$ cat config.mk
export PLATFORM = sky130hd
export DESIGN_NAME = threshold_neuron_flat
export DESIGN_NICKNAME = d
export VERILOG_FILES = /design/src/rtl/threshold_neuron_if.sv /design/src/rtl/threshold_neuron.sv /design/src/flat_wrapper.sv
export SDC_FILE = /design/constraint.sdc
export NUM_CORES = 1
export LEC_CHECK = 0
export BUFFER_PORTS_ARGS = -buffer_cell sky130_fd_sc_hd__buf_2
export CORE_ASPECT_RATIO = 0.5
export CORE_MARGIN = 4
export CORE_UTILIZATION = 52
export DETAILED_ROUTE_END_ITERATION = 10
export PLACE_DENSITY = 0.83
export SYNTH_ARGS = -nofsm -noshare
export SYNTH_HDL_FRONTEND = slang
export SYNTH_SLANG_ARGS = --single-unit
$ cat constraint.sdc
create_clock -name clk -period 3.44 [get_ports clk]
set_input_delay 0.172 -clock clk [delete_from_list [all_inputs] [get_ports clk]]
set_output_delay 0.172 -clock clk [all_outputs]
set_load 0.05 [all_outputs]
$ cat src/rtl/threshold_neuron_if.sv
// Bundle of weight/threshold programming, vector input and result output signals
// for threshold_neuron; the bench drives the master side.
interface threshold_neuron_if #(
   parameter int N_IN  = 4,
   parameter int W_W   = 4,
   parameter int ACC_W = 8
);
   localparam int AW = (N_IN > 1) ? $clog2(N_IN) : 1;

   logic                    w_we;
   logic [AW-1:0]           w_addr;
   logic signed [W_W-1:0]   w_data;
   logic                    thr_we;
   logic signed [ACC_W-1:0] thr_data;
   logic                    in_valid;
   logic                    in_ready;
   logic [N_IN-1:0]         x;
   logic                    out_valid;
   logic                    out_ready;
   logic                    fire;
   logic signed [ACC_W-1:0] sum;

   modport master (
      output w_we, w_addr, w_data, thr_we, thr_data, in_valid, x, out_ready,
      input  in_ready, out_valid, fire, sum
   );

   modport slave (
      input  w_we, w_addr, w_data, thr_we, thr_data, in_valid, x, out_ready,
      output in_ready, out_valid, fire, sum
   );
endinterface

$ cat src/rtl/threshold_neuron.sv
// Serial binary-input threshold neuron: accumulates one gated signed weight per
// cycle with saturation, then compares the sum against a programmable threshold.
module threshold_neuron #(
   parameter int N_IN  = 4,
   parameter int W_W   = 4,
   parameter int ACC_W = 8
) (
   input  logic                clk,
   input  logic                rst,
   threshold_neuron_if.slave   bus,
   output logic [1:0]          dbg_state
);
   localparam int AW = (N_IN > 1) ? $clog2(N_IN) : 1;
   localparam logic signed [ACC_W-1:0] ACC_MAX = {1'b0, {(ACC_W-1){1'b1}}};
   localparam logic signed [ACC_W-1:0] ACC_MIN = {1'b1, {(ACC_W-1){1'b0}}};

   // Handshake: a transfer happens on a rising edge where valid and ready are
   // both 1; valid may not depend on ready, and payload is held while valid waits.
   typedef enum logic [1:0] {
      IDLE  = 2'd0,
      ACCUM = 2'd1,
      DONE  = 2'd2
   } state_t;

   state_t                  state, state_next;
   logic [N_IN-1:0]         x_q;
   logic signed [ACC_W-1:0] acc, acc_next, thr, sum_q;
   logic                    fire_q;
   logic [AW-1:0]           idx;
   logic signed [W_W-1:0]   w [N_IN];
   logic signed [W_W-1:0]   w_sel;
   logic signed [ACC_W:0]   term, wide;
   logic                    last, addr_ok;

   assign last    = (idx == AW'(N_IN - 1));
   assign addr_ok = ({1'b0, bus.w_addr} < (AW+1)'(N_IN));

   // One extra bit of headroom exposes overflow as a mismatch of the top two bits.
   always_comb begin
      w_sel = w[idx];
      term  = x_q[idx] ? {{(ACC_W+1-W_W){w_sel[W_W-1]}}, w_sel} : '0;
      wide  = {acc[ACC_W-1], acc} + term;
      if (wide[ACC_W] != wide[ACC_W-1])
         acc_next = wide[ACC_W] ? ACC_MIN : ACC_MAX;
      else
         acc_next = wide[ACC_W-1:0];
   end

   always_ff @(posedge clk) begin
      if (rst) state <= IDLE;
      else     state <= state_next;
   end

   always_comb begin
      state_next = state;
      case (state)
         IDLE:    if (bus.in_valid)  state_next = ACCUM;
         ACCUM:   if (last)          state_next = DONE;
         DONE:    if (bus.out_ready) state_next = IDLE;
         default: state_next = IDLE;
      endcase
   end

   always_ff @(posedge clk) begin
      if (rst) begin
         x_q    <= '0;
         acc    <= '0;
         idx    <= '0;
         thr    <= '0;
         sum_q  <= '0;
         fire_q <= 1'b0;
         for (int i = 0; i < N_IN; i++) w[i] <= '0;
      end else begin
         case (state)
            IDLE: begin
               // Programming is only legal here so a running sum sees one weight set.
               if (bus.w_we && addr_ok) w[bus.w_addr] <= bus.w_data;
               if (bus.thr_we)          thr <= bus.thr_data;
               if (bus.in_valid) begin
                  x_q <= bus.x;
                  acc <= '0;
                  idx <= '0;
               end
            end
            ACCUM: begin
               acc <= acc_next;
               idx <= idx + 1'b1;
               if (last) begin
                  sum_q  <= acc_next;
                  fire_q <= (acc_next >= thr);
               end
            end
            default: ;
         endcase
      end
   end

   assign bus.in_ready  = (state == IDLE);
   assign bus.out_valid = (state == DONE);
   assign bus.sum       = sum_q;
   assign bus.fire      = fire_q;
   assign dbg_state     = state;
endmodule

$ cat src/flat_wrapper.sv
// flat-port wrapper written by rule: the top's interface ports become plain ports
module threshold_neuron_flat 
#(
   parameter int N_IN  = 4,
   parameter int W_W   = 4,
   parameter int ACC_W = 8
)
  (clk, rst, dbg_state, bus_w_we, bus_w_addr, bus_w_data, bus_thr_we, bus_thr_data, bus_in_valid, bus_x, bus_out_ready, bus_in_ready, bus_out_valid, bus_fire, bus_sum);
  threshold_neuron_if #(.N_IN(N_IN), .W_W(W_W), .ACC_W(ACC_W)) bus_i ();
  input  logic clk;
  input  logic rst;
  output logic [1:0] dbg_state;
  input wire logic [$bits(bus_i.w_we)-1:0] bus_w_we;
  input wire logic [$bits(bus_i.w_addr)-1:0] bus_w_addr;
  input wire logic [$bits(bus_i.w_data)-1:0] bus_w_data;
  input wire logic [$bits(bus_i.thr_we)-1:0] bus_thr_we;
  input wire logic [$bits(bus_i.thr_data)-1:0] bus_thr_data;
  input wire logic [$bits(bus_i.in_valid)-1:0] bus_in_valid;
  input wire logic [$bits(bus_i.x)-1:0] bus_x;
  input wire logic [$bits(bus_i.out_ready)-1:0] bus_out_ready;
  output wire logic [$bits(bus_i.in_ready)-1:0] bus_in_ready;
  output wire logic [$bits(bus_i.out_valid)-1:0] bus_out_valid;
  output wire logic [$bits(bus_i.fire)-1:0] bus_fire;
  output wire logic [$bits(bus_i.sum)-1:0] bus_sum;
  assign bus_i.w_we = bus_w_we;
  assign bus_i.w_addr = bus_w_addr;
  assign bus_i.w_data = bus_w_data;
  assign bus_i.thr_we = bus_thr_we;
  assign bus_i.thr_data = bus_thr_data;
  assign bus_i.in_valid = bus_in_valid;
  assign bus_i.x = bus_x;
  assign bus_i.out_ready = bus_out_ready;
  assign bus_in_ready = bus_i.in_ready;
  assign bus_out_valid = bus_i.out_valid;
  assign bus_fire = bus_i.fire;
  assign bus_sum = bus_i.sum;
  threshold_neuron #(.N_IN(N_IN), .W_W(W_W), .ACC_W(ACC_W)) u_core (.clk(clk), .rst(rst), .bus(bus_i), .dbg_state(dbg_state));
endmodule
Word-level counts from Yosys, hierarchy flattened:

Memories as Yosys holds them, arrays and structs flattened. A register that Yosys moved wholly into a read port is not among the register bits.
Cells that the tools add are included.

* input bits: 24
* memories: 1
* bits in writable memories: 16
* flip-flop bits (word level): 33
* logic and storage cells: 51
* latch bits: 0
* output and inout bits: 13
* bits in read-only memories: 0

* equality and inequality tests: 7
* mux-type cells: 24
* div/mod/pow operators: 0
* $add $sub $neg: 2
* shift-type cells: 0
* $lt $le $gt $ge: 2
* reduce and logical (&&, ||, !) cells: 8
* multiply operators: 0
* bitwise logic cells: 0

Memory list
* u_core.w: depth 4, width 4, rd ports 1, clocked after Yosys merged registers in 1, write ports 4, RTL line threshold_neuron.sv:30 `logic signed [W_W-1:0] w [N_IN];`

Operators with widths (number)
* 2-to-1 mux 8 bit: 3
* one-hot mux 8 bit (2 select lines): 1
* 2-to-1 mux 2 bit: 7
* adder 9 bit: 1
* 2-to-1 mux 9 bit: 1
* >= comparator 8 bit: 1
* 2-to-1 mux 1 bit: 8
* AND reduction 2 bit: 4
* one-hot mux 2 bit (3 select lines): 1
* equality test 2 bit (second input constant): 2
* 2-to-1 mux 4 bit: 1
* != test 2 bit (second input constant): 2
* one-hot mux 2 bit (2 select lines): 1
* OR reduction 4 bit: 1
* < comparator 2 x 3 -> 1 bit (second input constant): 1
* AND reduction 3 bit: 1
* adder 2 x 1 -> 2 bit (second input constant): 1
* binary-select mux 1 bit (select 2 bit): 1
* equality test 2 x 1 -> 1 bit (second input constant): 1
* logical NOT 2 bit: 1
* != test 2 x 1 -> 1 bit (second input constant): 1
* nonzero test 2 bit: 1
* != test 1 bit: 1

Depth between registers and ports, before layout:

* word-level depth: 7
* depth in mapped cells: 18
* mapped depth without buffers: 18

Least setup slack after synthesis:

No wires, ideal clock.

* path type: flip-flop to flip-flop
* start point: register (tool-made name)
* end point: register u_core.fire_q (netlist: u_core.bus.fire)
* stages on the path, launching flop included: 16
* buffers on the path: 0
* slack: -0.364 ns
* setup time: 0.116 ns
* clock period less this slack: 3.804 ns
* required time: 3.324 ns
* arrival: 3.688 ns
* path through: dfxtp_1 > mux4_2 > and2_1 > ha_1 > a21o_1 > a21o_1 > a211oi_2 > xnor2_2 > a22oi_1 > ha_1 > nand2b_1 > a21o_1 > a21o_1 > a211oi_1 > o21ai_0 > o211a_1

RTL lines
* end signal: assignment: RTL line threshold_neuron.sv:90 `fire_q <= (acc_next >= thr);`
* end: declaration: RTL line threshold_neuron.sv:28 `logic fire_q;`

Final worst setup path:

* start point: register u_core.idx[0]
* end point: register u_core.fire_q (netlist: u_core.bus.fire)

* word-level cells in the longest chain between the ends: 7
* elaborated cells between the ends (all ways): 10
* those cells by class: 1 x add/sub; 1 x order compare; 2 x eq/ne; 5 x mux; 1 x reduce/logical

RTL lines
* start: declaration: RTL line threshold_neuron.sv:29 `logic [AW-1:0] idx;`
* start signal: assignment: RTL line threshold_neuron.sv:87 `idx <= idx + 1'b1;`
* binary-select mux 1 bit (select 2 bit) *: RTL line threshold_neuron.sv:41 `term = x_q[idx] ? {{(ACC_W+1-W_W){w_sel[W_W-1]}}, w_sel} : '0;`
* 2-to-1 mux 1 bit (implied by the code) *: RTL line threshold_neuron.sv:41
* 2-to-1 mux 9 bit *: RTL line threshold_neuron.sv:41
* adder 9 bit *: RTL line threshold_neuron.sv:42 `wide = {acc[ACC_W-1], acc} + term;`
* 2-to-1 mux 8 bit / != test 1 bit (equally long branches): RTL line threshold_neuron.sv:44, threshold_neuron.sv:43
* 2-to-1 mux 8 bit *: RTL line threshold_neuron.sv:43 `if (wide[ACC_W] != wide[ACC_W-1])`
* via u_core.acc_next[1]: RTL line threshold_neuron.sv:27 `logic signed [ACC_W-1:0] acc, acc_next, thr, sum_q;`
* >= comparator 8 bit *: RTL line threshold_neuron.sv:90

The timed path passes the listed nets; every way through them passes the cells marked *. The select of a mux whose other input is x is not followed.
A chain may end at the register's enable or synchronous reset.

==> results <==
- The run finished, with violations left.
- The checks that failed: negative setup slack.
- In this run the tool buffered the top-level ports with 36 buffer cells.
- The number of setup violations in the final report is 1.
- Dividing the detail-routed wire length by the instance count gives 16.1 um.
- Setup repair after global routing could not meet its margin everywhere.
- The startpoint kind of the worst setup timing path is a flop.
- The area fraction of the dominant cell type after synthesis is 26.0%.
- The area added between synthesis and finish is 28.5%.
- STA classifies the critical path endpoint as a flop.
- The largest area contributor in the synthesized netlist is sky130_fd_sc_hd__dfxtp_1.
- Clock-pin slew was measured on the worst setup and hold paths at 0.09 ns.
- Yosys attributes the largest share of cell area to sky130_fd_sc_hd__dfxtp_1 26%, sky130_fd_sc_hd__edfxtp_1 18%, sky130_fd_sc_hd__ha_1 7.9%.
- The ratio of total power to cell area is 386 mW/mm2.
- The Yosys step of the flow raised 0 warnings.
- The detailed router placed 2291 vias in this run.
- The die is 110 um wide.
- The via count of the first global-routing pass is 2301.
- The area of the die is 0.00648 mm2.
- Summing the areas of all fa, ha and maj instances in the mapped netlist gives 10.7% of the synthesized area.
- In this run the worst hold path is classified as in -> reg.
- Power comes to 1340 uW.
- The H-tree depth reported by CTS is 2.
- By startpoint and endpoint, the worst setup path is classified as reg -> reg.
- The reg-to-reg setup timing slack is -0.15 ns.
- The endpoint identified for the worst register-to-register timing path is u_core.bus.fire$_SDFFE_PP0P_.
- The largest family of logic cells by synthesized area is simple AND/OR/NAND/NOR gates.
- The total CTS buffers is 5.
- The cell with the most instances after synthesis is sky130_fd_sc_hd__dfxtp_1.
- For this run, the register share of the synthesized area comes to 43.8%.
- Summed over all nets, the switching power comes to 344 uW.
- The synthesized design contains 51 register bits.
- For this run, the total global-route usage over all layers was measured as 21.4%.
- The share of total power dissipated in the clock network is 30.6%.
- The routability congestion estimate from global placement is 0.858.
- The initial antenna violation count came to 0.
- The first global-routing pass estimated 10500 um of wire.
- Across the run, the number of max-cap violations was 0.
- The first detailed-routing pass ran for 4 iterations.
- The total overflow left after global routing is 0.
- The core region area is 0.00498 mm2.
- The cell count of the worst hold path is 3.
- The final cycle utilization of the critical path is 104%.
- Data on the critical path is required at its endpoint by 3.64 ns.
- Yosys mapped a number of flops with a built-in enable equal to 16.
- In this run switching power makes up 25.7% of total power.
- For this configuration, the core starts out at a cell density of 54.2%.
- The max-slew headroom at the worst pin is 55.8%.
- Per report_power, the sequential group accounts for 49.5% of the total.
- For this design the static power due to leakage is 0.00154 uW.
- The TritonCTS clock tree is yes.
- The post-synthesis compound-gate area fraction is 14.6%.
- The number of antenna diodes in the final layout is 0.
- For this block, the routed nets add up to 6670 um of wire.
- The largest fanout on the critical path is 5.
- In the post-route analysis, the smallest setup slack over all paths is -0.150 ns.
- The synthesized netlist devotes 2.55% of its cell area to XOR and XNOR gates.
- The number of nets handed over by synthesis was 313.
- The worst-case IR drop observed on VDD is 0.206 mV.
- Multiplexer cells account for 5.98% of the synthesized area.
- The peak clock frequency supported by timing is 279 MHz.
- In this run the mean area of a mapped cell was 9.96 um2.
- Internal power comes to 996 uW.
- The most critical setup path has its endpoint at u_core.bus.fire$_SDFFE_PP0P_.
- Counting along the longest clock path gives a buffer depth of 2.
- The CTS sink count is 51.
- The boundary pin count is 37.
- Summing the areas of all and, or, nand and nor instances in the mapped netlist gives 19.0% of the synthesized area.
- The standard-cell row count is 18.
- The synthesized netlist cell count is 271.
- The worst-case clock skew is 0.00415 ns.
- The post-route netlist has 35.3% of its cells at a drive strength greater than 1.
- For this run, the post-layout net count is 384.
- The tree is rooted in a sky130_fd_sc_hd__clkbuf_8.
- For this block, the initial DRC count from the detailed router was 149.
- Detailed placement ended at an HPWL of 4780 um.
- Data arrives at the worst endpoint at 3.79 ns.
- The netlist uses 42 different library cells.
- The residual antenna-violating net count after detailed routing is 0.
- The clock latency of the later-clocked register in the worst-skew pair is 0.31 ns.
- The final hold violation count is 0.
- In the routed design, unresolved DRC markers number 0.
- The combinational share of power is 19.9%.
- The count of final max-slew check failures came to 0.
- For the pin with the worst max-slew slack, the measured transition is 0.663 ns.
- The most critical setup path has its startpoint at u_core.idx[0]$_SDFFE_PP0P_.
- Ranked by instance count, the synthesized netlist is headed by 35 x sky130_fd_sc_hd__dfxtp_1, 27 x sky130_fd_sc_hd__nor2_1, 23 x sky130_fd_sc_hd__and2_1.
- The number of cells on the worst reg-to-reg path is 15.
- The async set or reset register ratio after synthesis is 0%.
- The time the worst path needs with I/O delays and setup is 3.59 ns.
- In the synthesized netlist the dominant register cell turns out to be sky130_fd_sc_hd__dfxtp_1.
- The die is 58.9 um tall.
- The netlist area before placement is 0.00270 mm2.
- Using the TritonRoute via totals, the vias-per-cell ratio works out to 5.55.
- The worst register-to-register path begins at u_core.idx[0]$_SDFFE_PP0P_.
- The final worst hold slack is 0.0959 ns.
- Entering global routing, the biggest net connects 38 pins.
## final cells by class
cell class | count | area, um2
Multi-Input combinational cell | 197 | 1570
Fill cell | 353 | 1510
Sequential cell | 51 | 1190
Timing Repair Buffer | 73 | 458
Tap cell | 70 | 87.6
Clock buffer | 6 | 72.6
Inverter | 14 | 52.6
Clock inverter | 2 | 37.5
## power groups by stage
stage	logic [uW]	registers [uW]	clock network (uW)
floorplan	149	677	0
global placement	231	676	0
detailed placement	244	677	0
CTS	258	664	416
global route	290	667	444
finish	266	664	410
## stage by stage
step / cells / instance area, um2 / utilization [%] / worst slack (ns) / TNS (ns)
after floorplan: 271 / 2740 / - / -0.139 / -0.139
after global placement: 404 / 3240 / 65.1 / -0.121 / -0.121
after detailed placement: 404 / 3240 / 65.1 / -0.268 / -0.268
after CTS: 413 / 3450 / 69.3 / -0.125 / -0.125
after global routing: 413 / 3470 / 69.7 / -0.288 / -0.288
final: 413 / 3470 / 69.7 / -0.150 / -0.150
## layer usage
metal	track usage, %	vias to the layer above	wire, um
li1	-	1096	-
met1	24.7	1105	2730
met2	39.6	69	3400
met3	3.72	21	364
met4	9.06	0	182
met5	0	-	0
## state kept, by name, indices dropped and copies added, names as in the netlist, named ones only
signal            cells
u_core.idx            2
u_core.w             16
u_core.dbg_state      2
u_core.thr            8
u_core.bus.sum        8
u_core.bus.fire       1
u_core.x_q            4
u_core.acc            8
## critical path: stages, from the launching register on
cell,delay [ns]
sky130_fd_sc_hd__dfxtp_2,0.34
sky130_fd_sc_hd__mux4_2,0.53
sky130_fd_sc_hd__and2_4,0.22
sky130_fd_sc_hd__ha_4,0.22
sky130_fd_sc_hd__a21o_1,0.17
sky130_fd_sc_hd__a21o_1,0.20
sky130_fd_sc_hd__a211oi_4,0.31
sky130_fd_sc_hd__buf_4,0.19
sky130_fd_sc_hd__xor2_4,0.18
sky130_fd_sc_hd__o22ai_2,0.09
sky130_fd_sc_hd__ha_1,0.27
sky130_fd_sc_hd__a21o_1,0.19
sky130_fd_sc_hd__a21o_1,0.17
sky130_fd_sc_hd__a211oi_2,0.18
sky130_fd_sc_hd__o21ai_1,0.08
sky130_fd_sc_hd__o211a_1,0.13
## placed cells by master, fill, tap and decap left out, types with 4 or more instances in the layout
cell and instances:
sky130_fd_sc_hd__and2_1 21, sky130_fd_sc_hd__buf_4 37, sky130_fd_sc_hd__mux4_2 4, sky130_fd_sc_hd__or2_2 6
sky130_fd_sc_hd__maj3_2 5, sky130_fd_sc_hd__a21o_1 5, sky130_fd_sc_hd__nand2b_1 5, sky130_fd_sc_hd__a221o_1 7
sky130_fd_sc_hd__clkbuf_8 5, sky130_fd_sc_hd__edfxtp_1 16, sky130_fd_sc_hd__nand2_1 21, sky130_fd_sc_hd__xnor2_1 5
sky130_fd_sc_hd__ha_1 13, sky130_fd_sc_hd__dfxtp_1 33, sky130_fd_sc_hd__a21oi_1 13, sky130_fd_sc_hd__buf_2 36
sky130_fd_sc_hd__o21a_1 6, sky130_fd_sc_hd__inv_1 13, sky130_fd_sc_hd__mux2i_1 6, sky130_fd_sc_hd__nor2_1 27
sky130_fd_sc_hd__o21ai_0 4
## what timing repair did
| action | 4_1_cts | 5_1_grt |
|---|---|---|
| resized for setup | 19 | 3 |
| hold buffers | 0 | 0 |
| buffers inserted | 1 | 0 |
| pin swaps | 10 | 1 |
| setup endpoints to repair | 1 | 1 |
## worst min path at each step
stage / end / slack (ns) / startpoint
after floorplan: u_core.thr[1]$_SDFFE_PP0P_ / 0.31 / bus_thr_data[1]
after global placement: u_core.x_q[0]$_SDFFE_PP0P_ / 0.41 / bus_x[0]
after detailed placement: u_core.thr[7]$_SDFFE_PP0P_ / 0.42 / bus_thr_data[7]
after CTS: u_core.thr[7]$_SDFFE_PP0P_ / 0.09 / bus_thr_data[7]
after global routing: u_core.x_q[0]$_SDFFE_PP0P_ / 0.10 / bus_x[0]
final: u_core.thr[7]$_SDFFE_PP0P_ / 0.1 / bus_thr_data[7]
## cell families after synthesis
| group | after synthesis |
|---|---|
| adder cells (fa/ha/maj) | 23 |
| AND/OR/NAND/NOR | 100 |
| flip-flops | 51 |
| multiplexers | 11 |
| XOR/XNOR | 7 |
| AO/OA/AOI/OAI | 56 |
| buffers and inverters | 23 |
Note: power is estimated with default switching activity, not from simulation.
